[src/rtl/fb_read_arbiter.sv]
// ---------------------------------------------------------------------------
// fb_read_arbiter
// Shares one frame-buffer read port between NUM_REQ requesters. Arbitration
// is round-robin, and a requester may hold the port for a burst of up to
// MAX_BURST consecutive grants by raising lock together with req. The grant
// is combinational, so a read can be accepted every cycle. Read data returns
// exactly one cycle after the grant and is steered to the requester recorded
// at grant time. Addresses outside the frame complete with zero data and a
// one-cycle addr_err pulse.
//
// Ports
//   clk       : single clock, rising edge
//   reset     : synchronous, active-low reset
//   req       : per-requester read request (level)
//   lock      : per-requester burst-hold request, only meaningful with req
//   addr      : per-requester address, requester i at [i*ADDR_WIDTH +: ADDR_WIDTH]
//   gnt       : one-hot grant, same cycle as the accepted request
//   rvalid    : one-hot read-data valid, one cycle after gnt
//   rdata     : shared read data, qualified by rvalid, zero otherwise
//   addr_err  : one-cycle pulse when an out-of-range access completes
//   fb_re     : frame buffer read enable
//   fb_rAddr  : frame buffer read address, zero when fb_re is low
//   fb_rData  : frame buffer data, valid one cycle after fb_re
//   busy      : a grant or a response is present this cycle
// ---------------------------------------------------------------------------
module fb_read_arbiter #(
    parameter int IMG_WIDTH  = 176,
    parameter int IMG_HEIGHT = 240,
    parameter int ADDR_WIDTH = $clog2(IMG_WIDTH*IMG_HEIGHT),
    parameter int NUM_REQ    = 3,
    parameter int MAX_BURST  = 16
) (
    input  logic                          clk,
    input  logic                          reset,
    input  logic [NUM_REQ-1:0]            req,
    input  logic [NUM_REQ-1:0]            lock,
    input  logic [NUM_REQ*ADDR_WIDTH-1:0] addr,
    output logic [NUM_REQ-1:0]            gnt,
    output logic [NUM_REQ-1:0]            rvalid,
    output logic [7:0]                    rdata,
    output logic                          addr_err,
    output logic                          fb_re,
    output logic [ADDR_WIDTH-1:0]         fb_rAddr,
    input  logic [7:0]                    fb_rData,
    output logic                          busy
);

    localparam int PTR_W = (NUM_REQ > 1) ? $clog2(NUM_REQ) : 1;
    localparam int CNT_W = $clog2(MAX_BURST + 1);

    // One extra bit so a frame size that is an exact power of two still fits.
    localparam logic [ADDR_WIDTH:0] FB_LIMIT = (ADDR_WIDTH+1)'(IMG_WIDTH*IMG_HEIGHT);
    localparam logic [CNT_W-1:0]    CNT_MAX  = CNT_W'(MAX_BURST);
    localparam logic [PTR_W-1:0]    LAST_IDX = PTR_W'(NUM_REQ - 1);

    typedef enum logic [0:0] {
        ST_ARB    = 1'b0,
        ST_LOCKED = 1'b1
    } state_t;

    state_t                 state_r;
    state_t                 state_nxt_s;
    logic [PTR_W-1:0]       ptr_r;
    logic [PTR_W-1:0]       owner_r;
    logic [CNT_W-1:0]       burst_cnt_r;
    logic [NUM_REQ-1:0]     rvalid_r;
    logic                   in_range_r;
    logic                   addr_err_r;

    logic                   hold_s;
    logic                   found_s;
    logic                   win_valid_s;
    logic                   win_lock_s;
    logic                   win_in_range_s;
    logic [NUM_REQ-1:0]     cand_s;
    logic [NUM_REQ-1:0]     win_onehot_s;
    logic [PTR_W-1:0]       scan_idx_s;
    logic [PTR_W-1:0]       search_idx_s;
    logic [PTR_W-1:0]       win_idx_s;
    logic [PTR_W-1:0]       ptr_nxt_s;
    logic [ADDR_WIDTH-1:0]  win_addr_s;

    // Winner selection: burst hold for the owner, otherwise round-robin from ptr.
    always_comb begin
        hold_s = (state_r == ST_LOCKED) && req[owner_r] && lock[owner_r] &&
                 (burst_cnt_r < CNT_MAX);

        // When a burst ends the old owner sits out the exit cycle, even if it
        // is the only requester left.
        cand_s = req;
        if ((state_r == ST_LOCKED) && !hold_s) begin
            cand_s[owner_r] = 1'b0;
        end else begin
            cand_s = req;
        end
        found_s = |cand_s;

        // Scan from the farthest offset down to ptr so the closest requester
        // at or after ptr is the last one written.
        scan_idx_s   = {PTR_W{1'b0}};
        search_idx_s = {PTR_W{1'b0}};
        for (int i = NUM_REQ - 1; i >= 0; i--) begin
            scan_idx_s   = PTR_W'((int'(ptr_r) + i) % NUM_REQ);
            search_idx_s = cand_s[scan_idx_s] ? scan_idx_s : search_idx_s;
        end

        win_valid_s    = hold_s | found_s;
        win_idx_s      = hold_s ? owner_r : search_idx_s;
        win_lock_s     = lock[win_idx_s];
        win_addr_s     = addr[int'(win_idx_s)*ADDR_WIDTH +: ADDR_WIDTH];
        win_in_range_s = ({1'b0, win_addr_s} < FB_LIMIT);
        win_onehot_s   = win_valid_s ?
                         ({{(NUM_REQ-1){1'b0}}, 1'b1} << win_idx_s) :
                         {NUM_REQ{1'b0}};
        ptr_nxt_s      = (win_idx_s == LAST_IDX) ? {PTR_W{1'b0}} :
                         (win_idx_s + {{(PTR_W-1){1'b0}}, 1'b1});
    end

    // Next-state logic for the ARB / LOCKED controller.
    always_comb begin
        state_nxt_s = ST_ARB;
        case (state_r)
            ST_ARB: begin
                if (found_s && win_lock_s) begin
                    state_nxt_s = ST_LOCKED;
                end else begin
                    state_nxt_s = ST_ARB;
                end
            end
            ST_LOCKED: begin
                if (hold_s) begin
                    state_nxt_s = ST_LOCKED;
                end else if (found_s && win_lock_s) begin
                    state_nxt_s = ST_LOCKED;
                end else begin
                    state_nxt_s = ST_ARB;
                end
            end
            default: begin
                state_nxt_s = ST_ARB;
            end
        endcase
    end

    // Output drive; every output is forced to zero while reset is held low.
    always_comb begin
        if (reset) begin
            gnt      = win_onehot_s;
            fb_re    = win_valid_s && win_in_range_s;
            fb_rAddr = (win_valid_s && win_in_range_s) ? win_addr_s : {ADDR_WIDTH{1'b0}};
            rvalid   = rvalid_r;
            addr_err = addr_err_r;
            rdata    = ((|rvalid_r) && in_range_r) ? fb_rData : 8'h00;
        end else begin
            gnt      = {NUM_REQ{1'b0}};
            fb_re    = 1'b0;
            fb_rAddr = {ADDR_WIDTH{1'b0}};
            rvalid   = {NUM_REQ{1'b0}};
            addr_err = 1'b0;
            rdata    = 8'h00;
        end
        busy = (|gnt) | (|rvalid);
    end

    // State, rotation pointer, burst tracking and the 1-deep response pipeline.
    always_ff @(posedge clk) begin
        if (!reset) begin
            state_r     <= ST_ARB;
            ptr_r       <= {PTR_W{1'b0}};
            owner_r     <= {PTR_W{1'b0}};
            burst_cnt_r <= {CNT_W{1'b0}};
            rvalid_r    <= {NUM_REQ{1'b0}};
            in_range_r  <= 1'b0;
            addr_err_r  <= 1'b0;
        end else begin
            state_r    <= state_nxt_s;
            rvalid_r   <= win_onehot_s;
            in_range_r <= win_valid_s && win_in_range_s;
            addr_err_r <= win_valid_s && !win_in_range_s;

            if (win_valid_s) begin
                ptr_r <= ptr_nxt_s;
            end else begin
                ptr_r <= ptr_r;
            end

            if (hold_s) begin
                burst_cnt_r <= (burst_cnt_r == CNT_MAX) ? CNT_MAX :
                               (burst_cnt_r + {{(CNT_W-1){1'b0}}, 1'b1});
            end else if (found_s && win_lock_s) begin
                owner_r     <= win_idx_s;
                burst_cnt_r <= {{(CNT_W-1){1'b0}}, 1'b1};
            end else begin
                burst_cnt_r <= {CNT_W{1'b0}};
            end
        end
    end

endmodule

[config.mk]
export PLATFORM = sky130hd
export DESIGN_NAME = fb_read_arbiter
export DESIGN_NICKNAME = d
export VERILOG_FILES = /design/src/rtl/fb_read_arbiter.sv
export SDC_FILE = /design/constraint.sdc
export NUM_CORES = 1
export LEC_CHECK = 0
export CELL_PAD_IN_SITES_DETAIL_PLACEMENT = 1
export CELL_PAD_IN_SITES_GLOBAL_PLACEMENT = 1
export CORE_UTILIZATION = 27
export DETAILED_ROUTE_END_ITERATION = 16
export MAX_ROUTING_LAYER = met4
export PLACE_DENSITY_LB_ADDON = 0.1
export SLEW_MARGIN = 20
export SYNTH_ARGS = -nofsm -noshare
export SYNTH_HDL_FRONTEND = slang
export SYNTH_SLANG_ARGS = --single-unit
[constraint.sdc]
create_clock -name clk -period 11.4 [get_ports clk]
set_clock_uncertainty 0.05 [all_clocks]
set_input_delay 2.85 -clock clk [delete_from_list [all_inputs] [get_ports clk]]
set_output_delay 2.85 -clock clk [all_outputs]
set_load 0.01 [all_outputs]
; ---- Word level (Yosys, flattened, before mapping)
; Cells that the tools add are included.
; W data, S select, Z words.
[totals]
register_bits = 15
inputBits = 64
wordCells = 83
out_inout_bits = 33
[op_classes]
div_mod_pow = 3
n_shift = 2
n_eq_ne = 2
mux = 35
magnitude_cmp = 8
bitwise_logic = 6
n_reduce_logical = 16
addsub = 4
[op_table]
columns = op, n
row1 = $mod A32 B3 Y32 const B, 2
row2 = $shiftx A48 B7 Y16, 1
row3 = $mod A3 B3 Y32 const B, 1
row4 = $mux W16, 2
row5 = $lt A16 B16 Y1 const B, 1
row6 = $mux W8, 2
row7 = $lt A2 B3 Y1 const B, 5
row8 = $bmux W1 S2, 6
row9 = $mux W1, 12
row10 = $mux W3, 4
row11 = $reduce_or A3 Y1, 4
row12 = $mux W2, 5
row13 = $mux W5, 2
row14 = $logic_and A1 B1 Y1, 9
row15 = $add A5 B1 Y5 const B, 1
row16 = $eq A5 B5 Y1 const B, 1
row17 = $lt A5 B5 Y1 const B, 1
row18 = $add A2 B1 Y3 const B, 1
row19 = $add A2 B2 Y3 const B, 1
row20 = $and A3 B3 Y3, 1
row21 = $not A3 Y3, 1
row22 = $shl A1 B2 Y3 const A, 1
row23 = $add A2 B1 Y2 const B, 1
row24 = $demux W1 S2, 1
row25 = other kinds (7), 10

; ---- Depth between registers and ports, before layout
; Gate-level depths: netlist of the first run.
[depth]
word_depth = 20
ltp_mapped = 13
depth_no_buf = 11

; ---- Worst setup path after synthesis of the first run
; No wires, ideal clock.
[synth_timing]
path_type = input port to output port
from = in lock[1]
to = out fb_rAddr[0]
arrival_ps = 5198
setup_slack_ps = 3302
t_required_ps = 8500
cell_stages = 10
path_buffers = 1
path_cell_list = nand2b_1 > a31o_1 > mux2_2 > a211o_1 > o21ai_2 > mux2_1 > a211o_1 > nand4bb_4 > buf_6 > a21oi_2
[synth_via]
elab_chain_len = 18
elab_cells_between_ends = 24
classes_between = 1 x order compare / 1 x shift / 15 x mux / 1 x bitwise / 6 x reduce/logical
[synth_rtl]
columns = item, line
row1 = from (decl), 36  ; input logic [NUM_REQ-1:0] lock,
row2 = $bmux W1 S2 *, 85  ; hold_s = (state_r == ST_LOCKED) && req[owner_r] && lock[owner_r] &&
row3 = $mux W1 (implied by the code) *, 85
row4 = $logic_and A1 B1 Y1 * (2 in series), 85
row5 = $logic_not A1 Y1, 91  ; if ((state_r == ST_LOCKED) && !hold_s) begin
row6 = $logic_and A1 B1 Y1, 91
row7 = $mux W3, 91
row8 = $bmux W1 S2, 104  ; search_idx_s = cand_s[scan_idx_s] ? scan_idx_s : search_idx_s;
row9 = $mux W1 (implied by the code), 104
row10 = $mux W2 (3 in series), 104
row11 = $mux W2, 108  ; win_idx_s = hold_s ? owner_r : search_idx_s;
row12 = $shiftx A48 B7 Y16, 110  ; win_addr_s = addr[int'(win_idx_s)*ADDR_WIDTH +: ADDR_WIDTH];
row13 = $lt A16 B16 Y1, 111  ; win_in_range_s = ({1'b0, win_addr_s} < FB_LIMIT);
row14 = $logic_and A1 B1 Y1, 150  ; fb_rAddr = (win_valid_s && win_in_range_s) ? win_addr_s : {ADDR_WIDTH{1'b0}};
row15 = $mux W16 *, 150
row16 = $mux W16 *, 147  ; if (reset) begin
row17 = to (decl), 43  ; output logic [ADDR_WIDTH-1:0] fb_rAddr,
; Every way passes the cells marked *; elsewhere a longest branch is shown, timed or not. The select of a mux whose other input is x is not followed.

; ---- Worst setup path after layout of the first run
[layout_timing]
from = in lock[1]
to = out fb_rAddr[8]
; Same word-level chain as after synthesis.

==> impl_summary.log, run 1 <==
INFO  metric totalWireLength = 5.61 mm
INFO  metric cts_post_setup_buffers_inserted = 0
INFO  metric pin_count = 97
INFO  metric share_of_post_route_cells_with_drive_strength_above_1 = 9.28%
INFO  metric average_via_count_per_standard_cell = 5.00
INFO  metric ant_nets = 0
INFO  metric cts_hold_buffers = 0
INFO  metric worst_slack = 1.58 ns
INFO  metric max-vdd-ir-drop = 0.0000777 V
INFO  metric grt_total_ovfl = 0
INFO  metric drt-initial-drc-count = 73
INFO  metric totalPowerFinal = 0.546 mW
INFO  metric hold_path.class = register to register
INFO  metric clk_path_buf_depth = 2
INFO  metric timing.critical_path.cells = clkdlybuf4s50_1, nand2b_1, a31o_1, mux2_2, a211o_1, o21ai_2, mux2_1, a211o_1, o21a_1, a21boi_1, clkdlybuf4s50_1
INFO  metric timing.setup.tns = 0 ns
INFO  metric cts_inserted_buffers = 3
INFO  metric placedCellCount = 359
INFO  metric tightestPinTransition = 0.793 ns
INFO  metric mappedNetlistArea = 1550 um^2
INFO  metric crit_path_top_delay_cell = sky130_fd_sc_hd__o21ai_2
INFO  metric clock_pin_slew_on_the_worst_setup_and_hold_paths = 0.06 ns
INFO  metric cts_tree = built
INFO  metric achievable_freq = 102 MHz
INFO  metric initial_utilization = 28.1%
INFO  metric worst-path-max-fanout = 15
INFO  metric final_design_area_no_fill = 2600 um^2
INFO  metric fin_util = 47.2%
INFO  metric period_minus_slack = 9.82 ns
INFO  metric netlist_instances = 198
INFO  metric status = finished clean
INFO  metric layout.cells.most_common_list = sky130_fd_sc_hd__clkdlybuf4s50_1, sky130_fd_sc_hd__nand2_1, sky130_fd_sc_hd__dfxtp_1
INFO  metric global_route.usage.total = 19.5%
INFO  metric antenna_violations_before_repair = 0
INFO  metric cts_root_buffer = sky130_fd_sc_hd__clkbuf_8
INFO  metric clock_sinks = 15
INFO  metric avgSynthCellArea = 7.81 um^2
INFO  metric slew_violations = 0
INFO  metric max_slew_margin = 47.0%
INFO  metric chipHeight = 77.7 um
INFO  metric power_leakage = 1.00 nW
INFO  metric ys_ff_latch = 15
INFO  metric rsz_0062_raised_after_global_routing = false
INFO  metric antenna_cells_inserted = 0
INFO  metric cp.buffers_inverters = 2
INFO  metric hold_viol_final = 0
INFO  metric first_pass_grt_wire_length = 9.15 mm
INFO  metric later_pin_clock_latency_in_the_skew_report = 0.25 ns
INFO  metric power.density_cell_area = 210 nW/um^2
INFO  metric placement.cell_area = 2550 um^2
INFO  metric worstSetupEndpointType = output port
INFO  metric layoutNonFillerInstCount = 363
INFO  metric drt-wirelength-per-cell = 15.4 um
INFO  metric syn2layout_area_growth = 68.1%
INFO  metric data_required_time_of_the_worst_path = 8.50 ns
INFO  metric ys_seq_area_share = 19.4%
INFO  metric via_count_of_the_first_global_routing_pass = 1766
INFO  metric drc = 0
INFO  metric post-place-ws = 1.57 ns
INFO  metric synthArstFlopShare = 0%
INFO  metric io_buffer_count = 96
INFO  metric coreArea = 5510 um^2
INFO  metric grt_max_degree = 16
INFO  metric worstPathArrival = 6.92 ns
INFO  metric final.hold.worst_slack = 0.464 ns
INFO  metric ctsResizeCount = 0
INFO  metric synth.distinct_cells = 57
INFO  metric yosys_warnings = 0
INFO  metric setup_viol = 0
INFO  metric die_area = 6030 um^2
INFO  metric count_of_nets_after_finishing = 360
INFO  metric dp_hpwl = 4.59 mm
INFO  metric gpl.final_weighted_congestion = 0.817
INFO  metric drv.max_cap_violation_count = 0
INFO  metric timing.final.crit_share = 86.1%
INFO  metric crit_path_max_incr_delay = 0.62 ns
INFO  metric path_delay_family = compound AO/OA/AOI/OAI gates
INFO  metric most_common_cell_after_layout_fill_and_taps_aside = sky130_fd_sc_hd__clkdlybuf4s50_1
INFO  metric ctsHtreeMaxLevel = 1
INFO  metric die_w = 77.7 um
INFO  metric synth_edf_count = 0
INFO  metric core.rowCount = 27
INFO  metric num_vias = 1815
INFO  metric ys_dominant_reg_cell = sky130_fd_sc_hd__dfxtp_1
INFO  metric timing.critical_path.from_type = input pin
INFO  metric synthesis.nets = 266
INFO  metric firstDrtPassIters = 4
INFO  metric path_class = input pin to output port
==> sequential cells by signal (all words and copies together), names as in the netlist <==
name,count
in_range_r,1
owner_r,2
addr_err_r,1
burst_cnt_r,5
rvalid_r,3
state_r,1
ptr_r,2
==> worst paths after layout <==
check	depth (start not counted)	from	endpoint	slack (ns)
max	11	lock[1]	fb_rAddr[8]	1.58
min	2	ptr_r[1]	ptr_r[1]	0.46
max reg2reg	11	ptr_r[0]	in_range_r	7.62
min reg2reg	2	ptr_r[1]	ptr_r[1]	0.46
==> where the power goes <==
part	internal [mW]	switching [mW]
combinational	0.202	0.219
clock	0.0242	0.0195
sequential	0.0676	0.0136
==> tightest hold or removal path, stage by stage (launching register included) <==
cell and delay [ns]:
sky130_fd_sc_hd__dfxtp_1 0.34, sky130_fd_sc_hd__nand2_1 0.06, sky130_fd_sc_hd__a21boi_0 0.07
==> cells in the mapped netlist (all sizes together), types with 2 or more instances <==
cell,instances,share of area [%]
a21oi,23,9.9
nand2,18,4.4
dfxtp,15,19
and2,14,5.7
nor2,14,3.4
inv,12,2.9
a22o,8,4.5
a21boi,7,3.4
o21ai,7,3.0
a211oi,6,3.6
nand3,6,1.9
buf,5,2.6
nand2b,5,2.0
a211o,4,2.3
ha,4,3.2
nor2b,4,2.1
and3,3,1.2
clkbuf,3,0.73
a21bo,2,1.3
a221o,2,1.3
a221oi,2,1.5
a31o,2,1.1
a31oi,2,0.81
mux2,2,1.5
mux2i,2,1.3
nand3b,2,0.97
nor3,2,0.65
or3,2,0.81
or4,2,0.97
xor2,2,1.1
==> final cells by class <==
class / count / area (um^2)
tap: 72 / 90.1
multi-input combinational: 163 / 1150
sequential: 15 / 300
fill: 678 / 2910
timing repair buffer: 97 / 968
clock inverter: 1 / 5.00
inverter: 12 / 45.0
clock buffer: 3 / 41.3
==> routing by layer <==
layer / vias up / track usage, % / share of wire, %
li1: 916 / - / -
met3: 7 / 3.53 / 5.9
met4: 0 / 3.21 / 0.89
met1: 831 / 26.5 / 50
met5: - / - / 0
met2: 61 / 30.5 / 44
==> cell families after synthesis <==
group / share of synthesized area, %
AOI/OAI and AO/OA: 38.8
buffers and inverters: 6.23
xor gates and xnor gates: 1.70
adders and majority gates: 3.24
muxes: 2.75
DFF: 19.4
and+or+nand+nor: 27.9
Power figures use the tool's default switching activity.
==> inputs of run 2 (changes only) <==
Settings changed: PLACE_DENSITY set to 0.84, PLACE_DENSITY_LB_ADDON 0.1 to unset.
==> impl_summary.log, run 2 (synthesized netlist as in run 1, its figures left out) <==
INFO  metric drt-wirelength-per-cell = 16.0 um (+3.9%)
INFO  metric placement.cell_area = 2550 um^2 (-0.29%)
INFO  metric grt_total_ovfl = 0 (unchanged)
INFO  metric antenna_violations_before_repair = 0 (unchanged)
INFO  metric min_from = ptr_r[1]
INFO  metric firstDrtPassIters = 3 (-1)
INFO  metric layout.cells.most_common_list = sky130_fd_sc_hd__clkdlybuf4s50_1, sky130_fd_sc_hd__nand2_1, sky130_fd_sc_hd__dfxtp_1
INFO  metric num_vias = 1857 (+2.3%)
INFO  metric max_slew_margin = 44.2% (-2.8 points)
INFO  metric r2r.worst_path.cells = 11 (unchanged)
INFO  metric global_route.usage.total = 20.6% (+1.1 points)
INFO  metric count_of_nets_after_finishing = 359 (-0.28%)
INFO  metric hold-path-endpoint = ptr_r[1]
INFO  metric slew_violations = 0 (unchanged)
INFO  metric power_leakage = 0.998 nW (-0.61%)
INFO  metric initial_utilization = 28.1% (unchanged)
INFO  metric max-vdd-ir-drop = 0.000102 V (+31%)
INFO  metric chipHeight = 77.7 um (unchanged)
INFO  metric ctsResizeCount = 0 (unchanged)
INFO  metric tightestPinTransition = 0.836 ns (+0.0426 ns)
INFO  metric die_w = 77.7 um (unchanged)
INFO  metric via_count_of_the_first_global_routing_pass = 1963 (+11%)
INFO  metric rsz_0062_raised_after_global_routing = false
INFO  metric ctsHtreeMaxLevel = 1 (unchanged)
INFO  metric io_buffer_count = 96 (unchanged)
INFO  metric power.density_cell_area = 211 nW/um^2 (+0.61%)
INFO  metric hold_path.class = register to register
INFO  metric global_routing_met1_resource_utilization = 24.7% (-1.8 points)
INFO  metric final_design_area_no_fill = 2590 um^2 (-0.19%)
INFO  metric r2r_start = ptr_r[0]
INFO  metric registers.top_by_ff_count = burst_cnt_r
INFO  metric first_pass_grt_wire_length = 9.67 mm (+5.7%)
INFO  metric period_minus_slack = 9.77 ns (-0.0527 ns)
INFO  metric dp_hpwl = 4.66 mm (+1.7%)
INFO  metric data_required_time_of_the_worst_path = 8.50 ns (about the same)
INFO  metric clock_pin_slew_on_the_worst_setup_and_hold_paths = 0.06 ns (about the same)
INFO  metric clk_path_buf_depth = 2 (unchanged)
INFO  metric timing.final.crit_share = 85.7% (-0.46 points)
INFO  metric drv.max_cap_violation_count = 0 (unchanged)
INFO  metric worst-path-max-fanout = 15 (unchanged)
INFO  metric gr_met3_demand_resource = 2.94% (-0.59 points)
INFO  metric core.rowCount = 27 (unchanged)
INFO  metric worstPathArrival = 6.87 ns (-0.05 ns)
INFO  metric later_pin_clock_latency_in_the_skew_report = 0.25 ns (about the same)
INFO  metric most_common_cell_after_layout_fill_and_taps_aside = sky130_fd_sc_hd__clkdlybuf4s50_1
INFO  metric timing.critical_path.from_type = input pin
INFO  metric setup.worst_path.start = lock[1]
INFO  metric grt_use_met2 = 37.3% (+6.7 points)
INFO  metric timing.setup.tns = 0 ns (unchanged)
INFO  metric syn2layout_area_growth = 67.8%
INFO  metric largest_registers = burst_cnt_r (5), rvalid_r (3)
INFO  metric min_path_cells = 2 (unchanged)
INFO  metric cts_tree = built
INFO  metric achievable_freq = 102 MHz (+0.54%)
INFO  metric worst-r2r-setup-slack = 7.62 ns (about the same)
INFO  metric largest_register_ff_count = 5 (unchanged)
INFO  metric clock_sinks = 15 (unchanged)
INFO  metric cts_hold_buffers = 0 (unchanged)
INFO  metric totalWireLength = 5.81 mm (+3.6%)
INFO  metric coreArea = 5510 um^2 (unchanged)
INFO  metric rr_endpoint = in_range_r
INFO  metric pin_count = 97 (unchanged)
INFO  metric share_of_post_route_cells_with_drive_strength_above_1 = 8.97% (-0.31 points)
INFO  metric antenna_cells_inserted = 0 (unchanged)
INFO  metric cts_inserted_buffers = 3 (unchanged)
INFO  metric cts_post_setup_buffers_inserted = 0 (unchanged)
INFO  metric die_area = 6030 um^2 (unchanged)
INFO  metric hold_viol_final = 0 (unchanged)
INFO  metric path_class = input pin to output port
INFO  metric final.hold.worst_slack = 0.446 ns (-0.0185 ns)
INFO  metric drt-initial-drc-count = 49 (-33%)
INFO  metric setup_viol = 0 (unchanged)
INFO  metric ant_nets = 0 (unchanged)
INFO  metric drc = 0 (unchanged)
INFO  metric grt_max_degree = 16 (unchanged)
INFO  metric average_via_count_per_standard_cell = 5.13 (+2.6%)
INFO  metric gr-max-usage-layer = met2
INFO  metric gpl.final_weighted_congestion = 0.950 (+16%)
INFO  metric cts_root_buffer = sky130_fd_sc_hd__clkbuf_8
INFO  metric worstSetupEndpointType = output port
INFO  metric status = finished clean
==> run 2: how the worst max path moves through the flow <==
| stage | to | slack [ns] | cells past startpoint |
|---|---|---|---|
| after detailed placement | fb_rAddr[8] | 1.63 | 11 |
| after global routing | fb_rAddr[10] | 1.33 | 11 |
| after CTS | fb_rAddr[8] | 1.63 | 11 |
| after floorplan | fb_rAddr[0] | 3.30 | 10 |
| after global placement | fb_rAddr[8] | 1.70 | 11 |
| final | fb_rAddr[8] | 1.63 | 11 |
==> run 2: final cells by class <==
cell class                 instances  area, um^2
inverter                          12        45.0
clock buffer                       4        45.0
sequential                        15         300
multi-input combinational        163        1150
tap                               72        90.1
fill                             678        2910
timing repair buffer              96         961
==> run 2: critical path: stages <==
cell,delay [ns]
sky130_fd_sc_hd__clkdlybuf4s50_1,0.50
sky130_fd_sc_hd__nand2b_1,0.10
sky130_fd_sc_hd__a31o_1,0.26
sky130_fd_sc_hd__mux2_2,0.28
sky130_fd_sc_hd__a211o_1,0.29
sky130_fd_sc_hd__o21ai_2,0.58
sky130_fd_sc_hd__mux2_1,0.40
sky130_fd_sc_hd__a211o_1,0.34
sky130_fd_sc_hd__o21a_1,0.44
sky130_fd_sc_hd__a21boi_1,0.25
sky130_fd_sc_hd__clkdlybuf4s50_1,0.56
==> run 2: routing by layer <==
metal | routed length [um] | up-vias
li1 | - | 913
met1 | 2620 | 881
met2 | 2880 | 58
met3 | 276 | 5
met4 | 26 | 0
met5 | 0 | -
==> run 2: power breakdown <==
part	leakage (nW)	internal (mW)	total, mW	switching, mW
clock network	0.0228	0.0248	0.0442	0.0194
registers	0.123	0.0677	0.0812	0.0135
logic	0.852	0.201	0.423	0.222
total	0.998	0.294	0.548	0.255
==> run 2: stage by stage <==
step / worst slack (ns) / power [mW] / util, % / std cells
after floorplan: 3.30 / 0.352 / - / 198
after global placement: 1.70 / 0.497 / 46.2 / 358
after detailed placement: 1.63 / 0.505 / 46.2 / 358
after CTS: 1.63 / 0.552 / 47.1 / 362
after global routing: 1.33 / 0.599 / 47.1 / 362
final: 1.63 / 0.548 / 47.1 / 362
==> inputs of run 3 (changes only) <==
Settings changed: CORE_ASPECT_RATIO set to 1.75.
==> impl_summary.log, run 3 (synthesized netlist as in run 1, its figures left out) <==
INFO  metric die_area = 6050 um^2 (+0.20%)
INFO  metric chipHeight = 102 um (+31%)
INFO  metric most_common_cell_after_layout_fill_and_taps_aside = sky130_fd_sc_hd__clkdlybuf4s50_1
INFO  metric max-vdd-ir-drop = 0.0000790 V (-23%)
INFO  metric power_frac_clock = 7.7% (-0.4 points)
INFO  metric cts_hold_buffers = 0 (unchanged)
INFO  metric period_minus_slack = 9.78 ns (+0.0165 ns)
INFO  metric grt_total_ovfl = 0 (unchanged)
INFO  metric first_pass_grt_wire_length = 8.86 mm (-8.3%)
INFO  metric later_pin_clock_latency_in_the_skew_report = 0.25 ns (about the same)
INFO  metric drc = 0 (unchanged)
INFO  metric clock_pin_slew_on_the_worst_setup_and_hold_paths = 0.06 ns (about the same)
INFO  metric gpl.final_weighted_congestion = 0.892 (-6.1%)
INFO  metric die_w = 59.2 um (-24%)
INFO  metric ctsHtreeMaxLevel = 1 (unchanged)
INFO  metric cp.buffers_inverters = 2 (unchanged)
INFO  metric multiInputGateArea = 1150 um^2 (-0.33%)
INFO  metric internal_power = 0.295 mW (+0.35%)
INFO  metric data_required_time_of_the_worst_path = 8.50 ns (about the same)
INFO  metric clock_sinks = 15 (unchanged)
INFO  metric cts_tree = built
INFO  metric status = finished clean
INFO  metric setup_viol = 0 (unchanged)
INFO  metric dp_hpwl = 4.86 mm (+4.1%)
INFO  metric core.rowCount = 36 (+33%)
INFO  metric worst_slack = 1.62 ns (-0.0165 ns)
INFO  metric pin_count = 97 (unchanged)
INFO  metric timing.critical_path.cells = clkdlybuf4s50_1, nand2b_1, a31o_1, mux2_2, a211o_1, o21ai_2, mux2_1, a211o_1, nand4bb_4, a21boi_1, clkdlybuf4s50_1
INFO  metric achievable_freq = 102 MHz (-0.17%)
INFO  metric io_buffer_count = 96 (unchanged)
INFO  metric timing.final.crit_share = 85.8% (+0.14 points)
INFO  metric syn2layout_area_growth = 68.4%
INFO  metric power_switching_share = 46.4% (-0.091 points)
INFO  metric cts_post_setup_buffers_inserted = 0 (unchanged)
INFO  metric cts_root_buffer = sky130_fd_sc_hd__clkbuf_8
INFO  metric totalPowerFinal = 0.549 mW (+0.18%)
INFO  metric path_class = input pin to output port
INFO  metric num_vias = 1867 (+0.54%)
INFO  metric p_comb_share = 77.5% (+0.4 points)
INFO  metric antenna_cells_inserted = 0 (unchanged)
INFO  metric average_via_count_per_standard_cell = 5.09 (-0.83%)
INFO  metric hold_path.class = register to register
INFO  metric ant_nets = 0 (unchanged)
INFO  metric post-place-ws = 1.58 ns (-0.0519 ns)
INFO  metric share_of_post_route_cells_with_drive_strength_above_1 = 8.93% (-0.031 points)
INFO  metric registers.top_by_ff_count = burst_cnt_r
INFO  metric antenna_violations_before_repair = 0 (unchanged)
INFO  metric max_slew_margin = 37.7% (-6.4 points)
INFO  metric clk_path_buf_depth = 2 (unchanged)
INFO  metric path_delay_family = compound AO/OA/AOI/OAI gates
INFO  metric coreArea = 5540 um^2 (+0.61%)
INFO  metric via_count_of_the_first_global_routing_pass = 1918 (-2.3%)
INFO  metric grt_max_degree = 16 (unchanged)
INFO  metric largest_register_ff_count = 5 (unchanged)
INFO  metric tightestPinTransition = 0.932 ns (+0.0965 ns)
INFO  metric final.hold.worst_slack = 0.452 ns (+0.00663 ns)
INFO  metric crit_path_max_incr_delay = 0.63 ns (+0.05 ns)
INFO  metric cts_inserted_buffers = 3 (unchanged)
INFO  metric power.density_cell_area = 211 nW/um^2 (-0.16%)
INFO  metric layout.filler_cells = 675 (-0.44%)
INFO  metric share_seq_of_total_power = 14.7% (about the same)
INFO  metric drv.max_cap_violation_count = 0 (unchanged)
INFO  metric switchingPower = 0.255 mW (about the same)
INFO  metric totalWireLength = 5.75 mm (-0.98%)
INFO  metric firstDrtPassIters = 4 (+1)
INFO  metric final_design_area_no_fill = 2600 um^2 (+0.34%)
INFO  metric hold_viol_final = 0 (unchanged)
INFO  metric worstPathArrival = 6.88 ns (about the same)
INFO  metric initial_utilization = 27.9% (-0.17 points)
INFO  metric drt-wirelength-per-cell = 15.7 um (-2.3%)
INFO  metric ctsResizeCount = 0 (unchanged)
INFO  metric power_leakage = 1.00 nW (+0.34%)
INFO  metric global_route.usage.total = 19.5% (-1.1 points)
INFO  metric slew_violations = 0 (unchanged)
INFO  metric count_of_nets_after_finishing = 360 (+0.28%)
INFO  metric layout.cells.most_common_list = sky130_fd_sc_hd__clkdlybuf4s50_1, sky130_fd_sc_hd__nand2_1, sky130_fd_sc_hd__dfxtp_1
INFO  metric drt-initial-drc-count = 56 (+14%)
INFO  metric largest_registers = burst_cnt_r (5), rvalid_r (3)
INFO  metric crit_path_top_delay_cell = sky130_fd_sc_hd__o21ai_2
INFO  metric worstSetupEndpointType = output port
INFO  metric worst-path-max-fanout = 15 (unchanged)
INFO  metric timing.critical_path.from_type = input pin
INFO  metric placement.cell_area = 2560 um^2 (+0.49%)
INFO  metric final-seq-area = 300 um^2 (unchanged)
INFO  metric timing.setup.tns = 0 ns (unchanged)
INFO  metric rsz_0062_raised_after_global_routing = false
[run 3: cell types whose count changed in the layout (fill, tap and decap cells not counted), sizes merged]
cell / delta
buf: +1
[run 3: through the flow]
stage,cells,utilization [%]
global route,367,47.0
finish,367,47.0
global placement,363,46.2
CTS,367,47.0
detailed placement,363,46.2
floorplan,198,-
[run 3: per-layer routing]
| metal | track usage (%) | wire length [um] | up-vias |
|---|---|---|---|
| met4 | 4.03 | 63 | 0 |
| met1 | 19.9 | 2170 | 878 |
| li1 | - | - | 918 |
| met3 | 2.53 | 313 | 7 |
| met5 | - | 0 | - |
| met2 | 37.9 | 3200 | 64 |
[run 3: path summary, 6_finish.rpt]
check	startpoint	endpoint	slack (ns)	cells after the start
max	lock[1]	fb_rAddr[13]	1.62	11
min	ptr_r[0]	ptr_r[0]	0.45	2
max reg2reg	ptr_r[0]	in_range_r	7.55	11
min reg2reg	ptr_r[0]	ptr_r[0]	0.45	2
[run 3: final cells by class]
| class | instances | area share [%] |
|---|---|---|
| multi-input combinational | 163 | 44.2 |
| timing repair buffer | 97 | 37.2 |
| sequential | 15 | 11.5 |
| tap | 76 | 3.65 |
| clock buffer | 4 | 1.73 |
| inverter | 12 | 1.73 |
[run 3: tightest hold or removal path, stage by stage, from the launching register on]
cell,delay (ns)
sky130_fd_sc_hd__dfxtp_1,0.33
sky130_fd_sc_hd__nand2_1,0.06
sky130_fd_sc_hd__a21boi_0,0.07
[run 3: power by group through the flow]
stage / clock network, mW / logic, mW / registers (mW)
4_1_cts: 0.0439 / 0.431 / 0.0811
2_1_floorplan: 0 / 0.274 / 0.0776
5_1_grt: 0.0467 / 0.462 / 0.0831
6_report: 0.0425 / 0.426 / 0.0808
3_5_place_dp: 0 / 0.430 / 0.0823
3_3_place_gp: 0 / 0.419 / 0.0815
